`src/rtl/traffic_pkg.sv`:
```
// Shared definitions for the traffic-light phase sequencer, the dot-matrix
// renderer and the seven-segment decoder.
package traffic_pkg;

    // Width of the seconds-remaining countdown (holds 1..9).
    localparam int COUNT_W = 4;

    typedef enum logic [1:0] {
        GREEN  = 2'd0,
        YELLOW = 2'd1,
        RED    = 2'd2
    } phase_t;

    // One-hot light encodings: [2]=green, [1]=yellow, [0]=red.
    localparam logic [2:0] GYR_GREEN  = 3'b100;
    localparam logic [2:0] GYR_YELLOW = 3'b010;
    localparam logic [2:0] GYR_RED    = 3'b001;

endpackage

```
`src/rtl/tick_prescaler.sv`:
```
// One-second prescaler: free-running modulo-TICK_DIV counter that freezes
// while hold is high and flags the last cycle of each second.
module tick_prescaler #(
    parameter int TICK_DIV = 50_000_000
) (
    input  logic clock,
    input  logic reset,
    input  logic hold,
    output logic tick
);

    localparam int         W    = (TICK_DIV > 1) ? $clog2(TICK_DIV) : 1;
    localparam logic [W-1:0] LAST = W'(TICK_DIV - 1);

    logic [W-1:0] pre;

    // Advance and wrap the prescaler unless frozen by hold.
    always_ff @(posedge clock) begin
        if (reset) begin
            pre <= '0;
        end else if (!hold) begin
            pre <= (pre == LAST) ? '0 : pre + 1'b1;
        end
    end

    assign tick = (pre == LAST) && !hold;

endmodule

```
`src/rtl/traffic_phase_sequencer.sv`:
```
// Green/yellow/red phase sequencer with per-phase seconds countdown and a
// pedestrian request latch that shortens the remaining green time.
module traffic_phase_sequencer
    import traffic_pkg::*;
#(
    parameter int TICK_DIV   = 50_000_000,
    parameter int GREEN_SEC  = 9,
    parameter int YELLOW_SEC = 3,
    parameter int RED_SEC    = 9,
    parameter int PED_SEC    = 3
) (
    input  logic               clock,
    input  logic               reset,
    input  logic               ped_req,
    input  logic               hold,
    output logic [2:0]         gyr,
    output logic [COUNT_W-1:0] count,
    output logic               phase_start,
    output logic               ped_wait
);

    localparam logic [COUNT_W-1:0] GREEN_CNT  = COUNT_W'(GREEN_SEC);
    localparam logic [COUNT_W-1:0] YELLOW_CNT = COUNT_W'(YELLOW_SEC);
    localparam logic [COUNT_W-1:0] RED_CNT    = COUNT_W'(RED_SEC);
    localparam logic [COUNT_W-1:0] PED_CNT    = COUNT_W'(PED_SEC);

    phase_t             state;
    phase_t             next_state;
    logic [2:0]         next_gyr;
    logic [COUNT_W-1:0] next_dur;
    logic               tick;
    logic               shorten;

    tick_prescaler #(
        .TICK_DIV (TICK_DIV)
    ) u_prescaler (
        .clock (clock),
        .reset (reset),
        .hold  (hold),
        .tick  (tick)
    );

    // Successor phase together with its light pattern and duration.
    always_comb begin
        next_state = GREEN;
        next_gyr   = GYR_GREEN;
        next_dur   = GREEN_CNT;
        case (state)
            GREEN: begin
                next_state = YELLOW;
                next_gyr   = GYR_YELLOW;
                next_dur   = YELLOW_CNT;
            end
            YELLOW: begin
                next_state = RED;
                next_gyr   = GYR_RED;
                next_dur   = RED_CNT;
            end
            default: begin
                next_state = GREEN;
                next_gyr   = GYR_GREEN;
                next_dur   = GREEN_CNT;
            end
        endcase
    end

    // Pending request cuts green to PED_SEC; only fires while count is above it.
    assign shorten = (state == GREEN) && ped_wait && (count > PED_CNT);

    // Phase FSM, countdown and pedestrian latch; all outputs registered.
    always_ff @(posedge clock) begin
        if (reset) begin
            state       <= GREEN;
            gyr         <= GYR_GREEN;
            count       <= GREEN_CNT;
            phase_start <= 1'b0;
            ped_wait    <= 1'b0;
        end else begin
            phase_start <= 1'b0;
            if (ped_req && (state != RED)) begin
                ped_wait <= 1'b1;
            end
            if (shorten) begin
                count <= PED_CNT;
            end else if (tick) begin
                if (count > COUNT_W'(1)) begin
                    count <= count - 1'b1;
                end else begin
                    state       <= next_state;
                    gyr         <= next_gyr;
                    count       <= next_dur;
                    phase_start <= 1'b1;
                    // Entering red serves the request; overrides a same-cycle set.
                    if (next_state == RED) begin
                        ped_wait <= 1'b0;
                    end
                end
            end
        end
    end

endmodule

```
`config.mk`:
```
export PLATFORM = sky130hd
export DESIGN_NAME = traffic_phase_sequencer
export DESIGN_NICKNAME = d
export VERILOG_FILES = /design/src/rtl/traffic_pkg.sv /design/src/rtl/tick_prescaler.sv /design/src/rtl/traffic_phase_sequencer.sv
export SDC_FILE = /design/constraint.sdc
export NUM_CORES = 1
export LEC_CHECK = 0
export BUFFER_PORTS_ARGS = -buffer_cell sky130_fd_sc_hd__buf_2
export CAP_MARGIN = 25
export CORE_MARGIN = 4
export CORE_UTILIZATION = 59
export CTS_CLUSTER_SIZE = 10
export DETAILED_ROUTE_END_ITERATION = 6
export PLACE_DENSITY = 0.78
export SLEW_MARGIN = 10
export SYNTH_ARGS = -nofsm -noshare
export SYNTH_HDL_FRONTEND = slang
export SYNTH_HIERARCHICAL = 1
export SYNTH_SLANG_ARGS = --single-unit
```
`constraint.sdc`:
```
create_clock -name clock -period 3.4 [get_ports clock]
set_input_delay 0.68 -clock clock [delete_from_list [all_inputs] [get_ports clock]]
set_output_delay 0.68 -clock clock [all_outputs]
set_load 0.02 [all_outputs]
```
Yosys cells after proc, flatten, opt, wreduce, memory -nomap -nowiden

Index checks and enable logic that the tools add are counted.

Output and inout port bits: 9
Memory bits (writable): 0
Latch bits: 0
Bits in registers: 37
Bits of input ports: 4
Word-level logic and storage cells: 41
Memory bits (read-only): 0
Memories kept: 0

Reductions and logical operators: 10
Muxes and demuxes: 13
Bitwise logic cells: 3
Magnitude comparators: 2
Eq/ne operators: 4
Shifts and indexed selects: 0
$add $sub $neg: 2
Div/mod/pow operators: 0
Multiply operators: 0

Operators with widths:

| kind                                                                  | number |
|---|---|
| 26-bit by 1-bit adder with 26-bit output (second input constant)      | 1 |
| 26-bit == test (second input constant)                                | 1 |
| 26-bit 2-to-1 mux                                                     | 1 |
| 4-bit 2-to-1 mux                                                      | 4 |
| 1-bit 2-to-1 mux                                                      | 6 |
| 3-bit case mux with 2 select lines                                    | 1 |
| 4-bit by 1-bit > comparator with 1-bit output (second input constant) | 1 |
| 4-bit by 2-bit > comparator with 1-bit output (second input constant) | 1 |
| 1-bit logical AND                                                     | 4 |
| 2-bit case mux with 2 select lines                                    | 1 |
| 4-bit by 1-bit subtractor with 4-bit output (second input constant)   | 1 |
| 1-bit NOT                                                             | 3 |
| 3-bit AND reduction                                                   | 1 |
| 3-bit OR reduction                                                    | 1 |
| 2-bit by 1-bit == test with 1-bit output (second input constant)      | 1 |
| 2-bit == test (second input constant)                                 | 1 |
| 2-bit logical NOT                                                     | 1 |
| 2-bit != test (second input constant)                                 | 1 |
| 2-bit nonzero test                                                    | 1 |
| 2-bit OR reduction                                                    | 1 |
| 1-bit logical NOT                                                     | 1 |

Logic depth before layout (Yosys ltp)

Gate-level depths: netlist (run 1).

Depth after elaboration: 7
Gate-level depth with buffers: 7
Mapped depth without buffers: 7

Cells and area by module

The synthesis (run 1) kept the hierarchy.

By module, submodules not included:

| module                  | area an instance (um^2) | seq. area each (um^2) | times used | cells an instance |
|---|---|---|---|---|
| tick_prescaler          | 1,297.5                 | 520.5                 | 1          | 154 |
| traffic_phase_sequencer | 475.5                   | 180.2                 | 1          | 55 |

Worst setup path before layout (run 1)

OpenSTA, ideal clock, no wires.

Path type: input to register
From: input hold
To: register count[3]
Cell stages on the path: 7
Setup time: 0.093 ns
Data arrival time: 2.491 ns
Path slack: 0.816 ns
Required time: 3.307 ns
Buffers on the path: 0
Cells stage by stage: nand4b_4 -> or2_2 -> nor4_1 -> inv_2 -> nor3_2 -> a21oi_2 -> o311ai_2

Cells in the longest elaborated chain, start to end: 3

RTL lines:

| item                         | RTL line                      | RTL |
|---|---|---|
| start: declaration           | traffic_phase_sequencer.sv:15 | `input logic hold,` |
| 1-bit logical NOT            | tick_prescaler.sv:26          | `assign tick = (pre == LAST) && !hold;` |
| 1-bit logical AND            | tick_prescaler.sv:26          |  |
| net tick                     | traffic_phase_sequencer.sv:31 | `logic tick;` |
| 2-bit nonzero test (no line) | n/a                           |  |
| end signal: assignment       | traffic_phase_sequencer.sv:87 | `count <= count - 1'b1;` |
| end signal: assignment       | traffic_phase_sequencer.sv:91 | `count <= next_dur;` |
| end: declaration             | traffic_phase_sequencer.sv:17 | `output logic [COUNT_W-1:0] count,` |

The timed path passes the listed nets, and every way through them passes these cells.
A chain may end at the register's enable or synchronous reset.

Final worst setup path (run 1)

Ends and elaborated chain as after synthesis.

==> summary.txt, run 1 <==
Status
  – Status: finished, final reports clean

GRT
  – Initial antenna violation count: 0
  – GRT Util Overall: 0.1927
  – Overflow after GRT: 0
  – Global-route wire length before repair: 6182 um
  – Largest net degree at the start of global routing: 25
  – Vias in the first global route: 1,464

Floorplanning
  – Top Ports: 13
  – Initial Util: 0.6320
  – Rows: 19
  – Die ar.: 3946 um^2
  – Die width: 62.82 um
  – Core ar.: 2805 um^2
  – Die Height: 62.82 um

CTS
  – Clock sink count: 35
  – Post-cts sizing count: 0
  – Clock Path Buffers: 2
  – CTS tree: done
  – Post-CTS Setup Bufs: 0
  – Worst-path clk slew: 0.10 ns
  – CTS H-tree depth: 2
  – Clock Tree Root: clkbuf_4
  – Cts bufs inserted: 5
  – Cts hold-fix bufs: 0
  – Later-pin clock latency in the skew report: 0.33 ns

Worst setup path
  – Critical path cell sequence: buf_2, nand4b_4, or2_2, nor4_1, buf_4, inv_2, nor3_2, a21oi_2, o311ai_2
  – Delay-heaviest family, CP: simple AND/OR/NAND/NOR gates
  – CP max stage delay: 0.39 ns
  – CP max FO: 14
  – Worst Path Arrival: 2.49 ns
  – Worst path slowest cell: or2_2
  – Critical path class: input pin to flip-flop
  – CP Capture Type: flip-flop
  – Startpoint Class: input pin
  – WP data required: 3.64 ns
  – CP bufs+invs: 3

Yosys
  – Netlist Area Pre-Place: 1773 um^2
  – Mapped Nets: 217
  – Yosys reg bits: 35
  – Synth Area per Inst: 8.483 um^2
  – Sequential share of the synthesized area: 0.3952
  – Primary FF master, synth: dfxtp_1
  – EDFF count, synth: 0
  – Async set or reset register ratio after synthesis: 0
  – Unique masters post-synth: 48
  – Synth warn: 6
  – Cells after synthesis: 209

Power and ir drop
  – Power Dens Cells: 388.4 nW/um^2
  – Peak VDD IR: 0.2545 mV
  – Leakage: 0.6618 nW

Finish
  – Area grow syn2layout: 8.751%
  – Fraction of layout cells with a size suffix above 1: 0.1556
  – Most frequent cells in the layout: dfxtp_1, nor2_1, nand2_1
  – Most common cell after layout, fill and taps aside: dfxtp_1
  – Final #Nets: 233
  – Design Area, Final: 1928 um^2
  – Number of diodes: 0
  – Core occupancy in the finished layout: 0.6873

Placement
  – Place WS: 0.8136 ns
  – Cell Area, Placed: 1857 um^2
  – RD Place Congestion: 0.9431
  – Port Buffers: 12
  – DP HPWL: 2620 um

STA
  – TNS Setup: 0 ns
  – Worst slew margin: 0.7407
  – Slew Limit Fails: 0
  – FMAX: 0.4458 GHz
  – Final hold viol count: 0
  – Worst hold slack: 0.4914 ns
  – Tcrit/Tclk final: 0.6597
  – Min Tclk post-route: 2.243 ns
  – Final setup margin: 1.157 ns
  – Clk_skew: 0.007610 ns
  – Slew @ Worst Pin: 0.3854 ns
  – RSZ-0062 raised after global routing: no
  – Setup violators final: 0

Routing
  – DRC viols: 0
  – Initial drt markers: 107
  – DRT antenna net count: 0
  – Vias per cell: 6.148
  – Routed WL: 3492 um
  – TritonRoute pass-1 iters: 4
  – Drt wl/cell: 13.64 um
  – DR vias: 1,574

Run
  – MaxCap Viol Count: 0

Hold path
  – Hold Crit Class: flip-flop to flip-flop
[cell type report]
class,instances,area [um^2]
clock buffers,6,41.29
clock inverters,1,30.03
fillers,243,877.1
inverters,9,33.78
multi-input cells,160,1008
flip-flops and latches,35,700.7
well taps,31,38.79
repair buffers,14,75.07
[metal layers]
layer / vias up / routed length [um] / GRT usage
met5: - / 0 / 0
met4: 0 / 76 / 0.1047
met3: 11 / 130 / 0.04676
met2: 31 / 1724 / 0.3236
met1: 739 / 1562 / 0.2243
li1: 793 / - / -
[tightest hold or removal path: stages, from the launching register on]
cell and delay, ns:
dfxtp_1 0.33, o31ai_1 0.06, a21oi_1 0.06
[through the flow]
stage	instances	power, mW
3_5_place_dp	249	0.4768
5_1_grt	256	0.7856
3_3_place_gp	249	0.4745
6_report	256	0.7488
4_1_cts	256	0.7578
2_1_floorplan	209	0.4624
[flip-flops by register name, summed over array words and instances, names as in the netlist]
name,cells
u_prescaler/pre,26
ped_wait,1
phase_start,1
gyr,3
count,4
[cell usage after synthesis (4+ instances only)]
cell type   n  share of area
inv_1       8          0.017
nand2_1    20          0.042
nor3_1      4          0.011
nand4_1     5          0.018
nor2_1     21          0.044
or4_1       6          0.025
a21oi_1    18          0.051
o21ai_0    13          0.037
dfxtp_1    35           0.40
xnor2_1     9          0.044
or3_1       9          0.032
nand3_1     8          0.023
nor4_1      5          0.018
ha_1        4          0.028
[power breakdown]
part,switching (mW),internal (mW)
clock network,0.130,0.152
logic,0.0273,0.0173
registers,0.00733,0.415
total,0.165,0.584
[worst paths after layout]
| check | slack [ns] | start | cells after the start | to |
|---|---|---|---|---|
| min | 0.49 | u_prescaler/pre[25] | 2 | u_prescaler/pre[25] |
| max reg2reg | 1.20 | u_prescaler/pre[18] | 8 | count[3] |
| min reg2reg | 0.49 | u_prescaler/pre[25] | 2 | u_prescaler/pre[25] |
| max | 1.16 | hold | 9 | count[3] |
[logic make-up after synthesis]
family,share of synthesized area
and+or+nand+nor,0.3176
AOI/OAI and AO/OA,0.1574
DFF,0.3952
buffers and inverters,0.03599
xor gates and xnor gates,0.05434
adders and majority gates,0.02823
muxes,0.01129
No activity file was read; power rests on OpenSTA's default activity.
==> run 2: changes to the inputs <==
Clock period 3.4 ns to 2.1 ns, I/O delays scaled along.
==> run 2 against run 1 <==
Effect of this change: via count about the same; sequential power increased by 62%; sequential share of layout area decreased by 1.1 points; hold slack worse by 0.11 ns; cell count increased by 3.5%; setup slack worse by 0.97 ns; clock skew is 0.0068 ns higher; critical endpoint is now u_prescaler/pre[25]; largest power group unchanged; highest routed layer unchanged.
==> summary.txt, run 2 (synthesis results as in run 1) <==
Finish
  – Number of flip-flops in the largest register: 26
  – Most frequent cells in the layout: dfxtp_1, nor2_1, nand2_1
  – Fraction of layout cells with a size suffix above 1: 0.2009
  – Design Area, Final: 1993 um^2
  – Final #Nets: 241
  – Regs by FF count: u_prescaler/pre: 26 flops, count: 4 flops, gyr: 3 flops
  – Area grow syn2layout: 12.42%
  – Most common cell after layout, fill and taps aside: dfxtp_1
  – Biggest register: u_prescaler/pre
  – Number of diodes: 0

CTS
  – Clock Path Buffers: 2
  – Clock Tree Root: clkbuf_4
  – CTS H-tree depth: 2
  – Clock sink count: 35
  – CTS tree: done
  – Later-pin clock latency in the skew report: 0.32 ns
  – Worst-path clk slew: 0.11 ns
  – Cts bufs inserted: 5

STA
  – FMAX: 0.5214 GHz
  – Slew Limit Fails: 0
  – Final hold viol count: 0
  – Final setup margin: 0.1822 ns
  – Worst slew margin: 0.7464
  – Slew @ Worst Pin: 0.3751 ns
  – Clk_skew: 0.01444 ns
  – RSZ-0062 raised after global routing: no
  – Min Tclk post-route: 1.918 ns
  – Tcrit/Tclk final: 0.9133
  – TNS Setup: 0 ns
  – Setup violators final: 0

Worst setup path
  – Cell count of the worst reg-to-reg path: 4
  – Critical path class: flip-flop to flip-flop
  – Worst Path Arrival: 2.18 ns
  – CP Capture Type: flip-flop
  – Startpoint Class: flip-flop
  – R2r setup slk: 0.18 ns
  – Reg2reg start: u_prescaler/pre[7]
  – Reg-to-Reg End: u_prescaler/pre[25]
  – WP data required: 2.36 ns
  – CP max FO: 12

Routing
  – DRC viols: 0
  – DR vias: 1,575
  – Initial drt markers: 88
  – TritonRoute pass-1 iters: 4
  – Routed WL: 3624 um
  – Vias per cell: 5.943
  – Drt wl/cell: 13.68 um
  – DRT antenna net count: 0

Run
  – MaxCap Viol Count: 0

Hold path
  – Hold Path Stages: 2
  – Min-Delay Endpoint: gyr[0]
  – Hold_sp: reset
  – Hold Crit Class: input pin to flip-flop

Floorplanning
  – Die width: 62.82 um
  – Initial Util: 0.6320
  – Rows: 19
  – Core ar.: 2805 um^2
  – Die Height: 62.82 um
  – Top Ports: 13
  – Die ar.: 3946 um^2

Placement
  – DP HPWL: 2713 um
  – Port Buffers: 12
  – Cell Area, Placed: 1923 um^2
  – Place WS: 0.06344 ns
  – RD Place Congestion: 0.9553

Power and ir drop
  – Leakage: 0.6909 nW
  – Peak VDD IR: 0.5169 mV
  – Power Dens Cells: 551.4 nW/um^2

Status
  – Status: finished, final reports clean

GRT
  – Overflow after GRT: 0
  – GRT Util Overall: 0.2003
  – Vias in the first global route: 1,502
  – Initial antenna violation count: 0
  – Largest net degree at the start of global routing: 19
  – Global-route wire length before repair: 6479 um
run 2: changes by cell type in the layout (fill, tap and decap cells not counted), sizes merged:
cell	before	now
buf	14	22
bufinv	1	0
clkbuf	6	7
clkinv	0	1
run 2: layer usage:
layer / vias to the layer above / global-route usage / wire length, um
met4: 0 / 0.07163 / 46
met5: - / 0 / 0
li1: 809 / - / -
met1: 729 / 0.2367 / 1605
met3: 4 / 0.05216 / 139
met2: 33 / 0.3475 / 1833
run 2: how the worst max path moves through the flow:
stage,start,to,cells past startpoint
final,u_prescaler/pre[7],u_prescaler/pre[25],4
after global routing,u_prescaler/pre[5],count[2],8
after CTS,u_prescaler/pre[0],count[3],7
after detailed placement,hold,count[3],8
after global placement,hold,count[3],8
after floorplan,u_prescaler/pre[0],count[3],7
run 2: power by group:
group | switching [mW] | total (mW) | internal (mW) | leakage, nW
Sequential | 0.0128 | 0.685 | 0.673 | 0.283
Combinational | 0.0449 | 0.0759 | 0.0310 | 0.378
Clock | 0.207 | 0.338 | 0.131 | 0.0293
run 2: repair_timing:
action	4_1_cts	5_1_grt
setup buffers	0	0
hold endpoints to repair	0	0
hold buffers	0	0
setup endpoints to repair	0	7
gates resized for setup	0	4
run 2: final cells by class:
cell class / instances / area, um^2
multi-input combinational: 160 / 1033
fill: 231 / 812.0
sequential: 35 / 701.9
tap: 31 / 38.79
clock buffer: 7 / 45.04
inverter: 9 / 33.78
timing repair buffer: 22 / 135.1
clock inverter: 1 / 5.005
run 2: worst max-delay path, cell delays in order, from the launching register on:
cell	delay, ns
dfxtp_1	0.43
nand4_1	0.20
or4_4	0.60
or4_1	0.48
a21oi_1	0.15
run 2: per-stage QoR:
| stage | instances | hold slack [ns] | power, mW | utilization |
|---|---|---|---|---|
| after floorplan | 209 | 0.4467 | 0.7486 | - |
| after global placement | 257 | 0.4629 | 0.7715 | 0.6855 |
| after detailed placement | 257 | 0.4694 | 0.7740 | 0.6855 |
| after CTS | 265 | 0.3598 | 1.109 | 0.7034 |
| after global routing | 265 | 0.3765 | 1.161 | 0.7105 |
| final | 265 | 0.3767 | 1.099 | 0.7105 |
==> run 3: changes to the inputs <==
--- a/config.mk
+++ b/config.mk
@@ -19 +19,2 @@
 export SYNTH_SLANG_ARGS = --single-unit
+export TNS_END_PERCENT = 10
==> constraint.sdc (replaced) <==
create_clock -name clock -period 2.1 [get_ports clock]
set_input_delay 0.21 -clock clock [delete_from_list [all_inputs] [get_ports clock]]
set_output_delay 0.21 -clock clock [all_outputs]
set_load 0.02 [all_outputs]
==> run 3 against run 2 <==
Effect of this change: cell area down 0.13%; cell count down 1.1%; critical path depth grew 3; global-route usage down 0.51 points; clock power up 20%; highest routed layer unchanged; clock-buffer cell count increased by 1; setup slack lost 0.058 ns; die area unchanged; via count increased by 0.38%; sequential cell count unchanged.
==> summary.txt, run 3 (synthesis results as in run 1) <==
CTS
  – Clock Tree Root: clkbuf_4
  – Clock Path Buffers: 2
  – Cts bufs inserted: 5
  – Clock sink count: 35
  – Cts hold-fix bufs: 0
  – Later-pin clock latency in the skew report: 0.33 ns
  – CTS H-tree depth: 2
  – CTS tree: done
  – Worst-path clk slew: 0.10 ns

Finish
  – Fraction of layout cells with a size suffix above 1: 0.2035
  – Area grow syn2layout: 12.28%
  – # fillers: 226
  – Design Area, Final: 1991 um^2
  – Final #Nets: 238
  – Number of diodes: 0
  – Most frequent cells in the layout: dfxtp_1, nor2_1, nand2_1
  – Biggest register: u_prescaler/pre
  – Number of flip-flops in the largest register: 26
  – Regs by FF count: u_prescaler/pre: 26 flops, count: 4 flops, gyr: 3 flops
  – Most common cell after layout, fill and taps aside: dfxtp_1

STA
  – Final hold viol count: 0
  – TNS Setup: 0 ns
  – Tcrit/Tclk final: 0.9410
  – Setup violators final: 0
  – Slew Limit Fails: 0
  – RSZ-0062 raised after global routing: no
  – Slew @ Worst Pin: 0.4200 ns
  – Worst slew margin: 0.7174
  – Min Tclk post-route: 1.976 ns
  – FMAX: 0.5061 GHz
  – Clk_skew: 0.009906 ns

Routing
  – DRT antenna net count: 0
  – TritonRoute pass-1 iters: 5
  – Initial drt markers: 95
  – DRC viols: 0
  – Routed WL: 3528 um
  – DR vias: 1,581
  – Vias per cell: 6.034
  – Drt wl/cell: 13.47 um

Worst setup path
  – R2r setup slk: 0.12 ns
  – Startpoint Class: flip-flop
  – Worst Path Arrival: 2.22 ns
  – Worst path slowest cell: nor4_1
  – Delay-heaviest family, CP: simple AND/OR/NAND/NOR gates
  – Instance count on the critical path: 7
  – Critical path cell sequence: nor4_1, nand2_1, nor4_4, inv_2, nor3_2, a21oi_2, o311ai_2
  – Critical path class: flip-flop to flip-flop
  – CP Capture Type: flip-flop
  – CP bufs+invs: 1
  – Crit path to: count[3]
  – Reg-to-Reg End: count[3]
  – WP data required: 2.35 ns
  – Cell count of the worst reg-to-reg path: 7
  – Reg2reg start: u_prescaler/pre[24]
  – CP max stage delay: 0.43 ns
  – CP max FO: 5
  – Worst Setup SP: u_prescaler/pre[24]

GRT
  – Vias in the first global route: 1,454
  – Global-route wire length before repair: 6230 um
  – Initial antenna violation count: 0
  – Overflow after GRT: 0
  – GRT Util Overall: 0.1952
  – Largest net degree at the start of global routing: 25

Floorplanning
  – Core ar.: 2805 um^2
  – Die width: 62.82 um
  – Die ar.: 3946 um^2
  – Top Ports: 13
  – Rows: 19
  – Die Height: 62.82 um
  – Initial Util: 0.6320

Hold path
  – Hold Crit Class: input pin to flip-flop
  – Hold_sp: reset

Placement
  – DP HPWL: 2611 um
  – RD Place Congestion: 0.9628
  – Port Buffers: 12
  – Cell Area, Placed: 1893 um^2

Power and ir drop
  – Leakage: 0.7048 nW
  – Power Dens Cells: 584.4 nW/um^2
  – Peak VDD IR: 0.4788 mV

Run
  – MaxCap Viol Count: 0

Status
  – Status: finished, final reports clean
run 3: worst register-to-register path: cells and delay by family (launching register included):
family	cells	cell delay (ns)
buf+inv	1	0.11
compound gates	2	0.33
flops	1	0.35
simple gates	4	1.10
run 3: area by class of cell:
type                            instances  area (um^2)  area share
Multi-Input combinational cell        160         1032      0.5185
Tap cell                               31        38.79     0.01948
Inverter                                9        33.78     0.01697
Clock buffer                            8        68.82     0.03457
Timing Repair Buffer                   19        112.6     0.05657
Sequential cell                        35        704.4      0.3539
run 3: where the power goes:
| part | internal [mW] | switching [mW] | total [mW] |
|---|---|---|---|
| Sequential | 0.672 | 0.00983 | 0.682 |
| Combinational | 0.0304 | 0.0470 | 0.0774 |
| Clock | 0.197 | 0.207 | 0.404 |
run 3: metrics by stage:
stage	std cells	setup slack, ns	power, mW	util	hold slack (ns)
finish	262	0.1240	1.163	0.7096	0.1724
global route	262	0.001529	1.221	0.7096	0.1696
CTS	261	0.02863	1.176	0.6994	0.1571
detailed placement	253	0.06151	0.7737	0.6748	0.4725
global placement	253	0.1517	0.7715	0.6748	0.4583
floorplan	209	0.03430	0.7486	-	0.2791
run 3: what timing repair did:
item | CTS | global route
resized for setup | 0 | 6
endpoints found under the setup margin | 0 | 7
setup buffers | 0 | 1
run 3: metal layers:
metal,global-route usage,share of wire,up-vias
met5,0,0,-
li1,-,-,804
met2,0.3196,0.48,49
met3,0.05576,0.050,7
met1,0.2359,0.45,721
met4,0.08815,0.014,0
run 3: how the worst min path moves through the flow:
stage,end,slack [ns],cells after the start
after detailed placement,u_prescaler/pre[21],0.47,2
after CTS,gyr[0],0.16,2
after floorplan,gyr[0],0.28,1
after global placement,u_prescaler/pre[21],0.46,2
after global routing,gyr[1],0.17,2
final,gyr[0],0.17,2
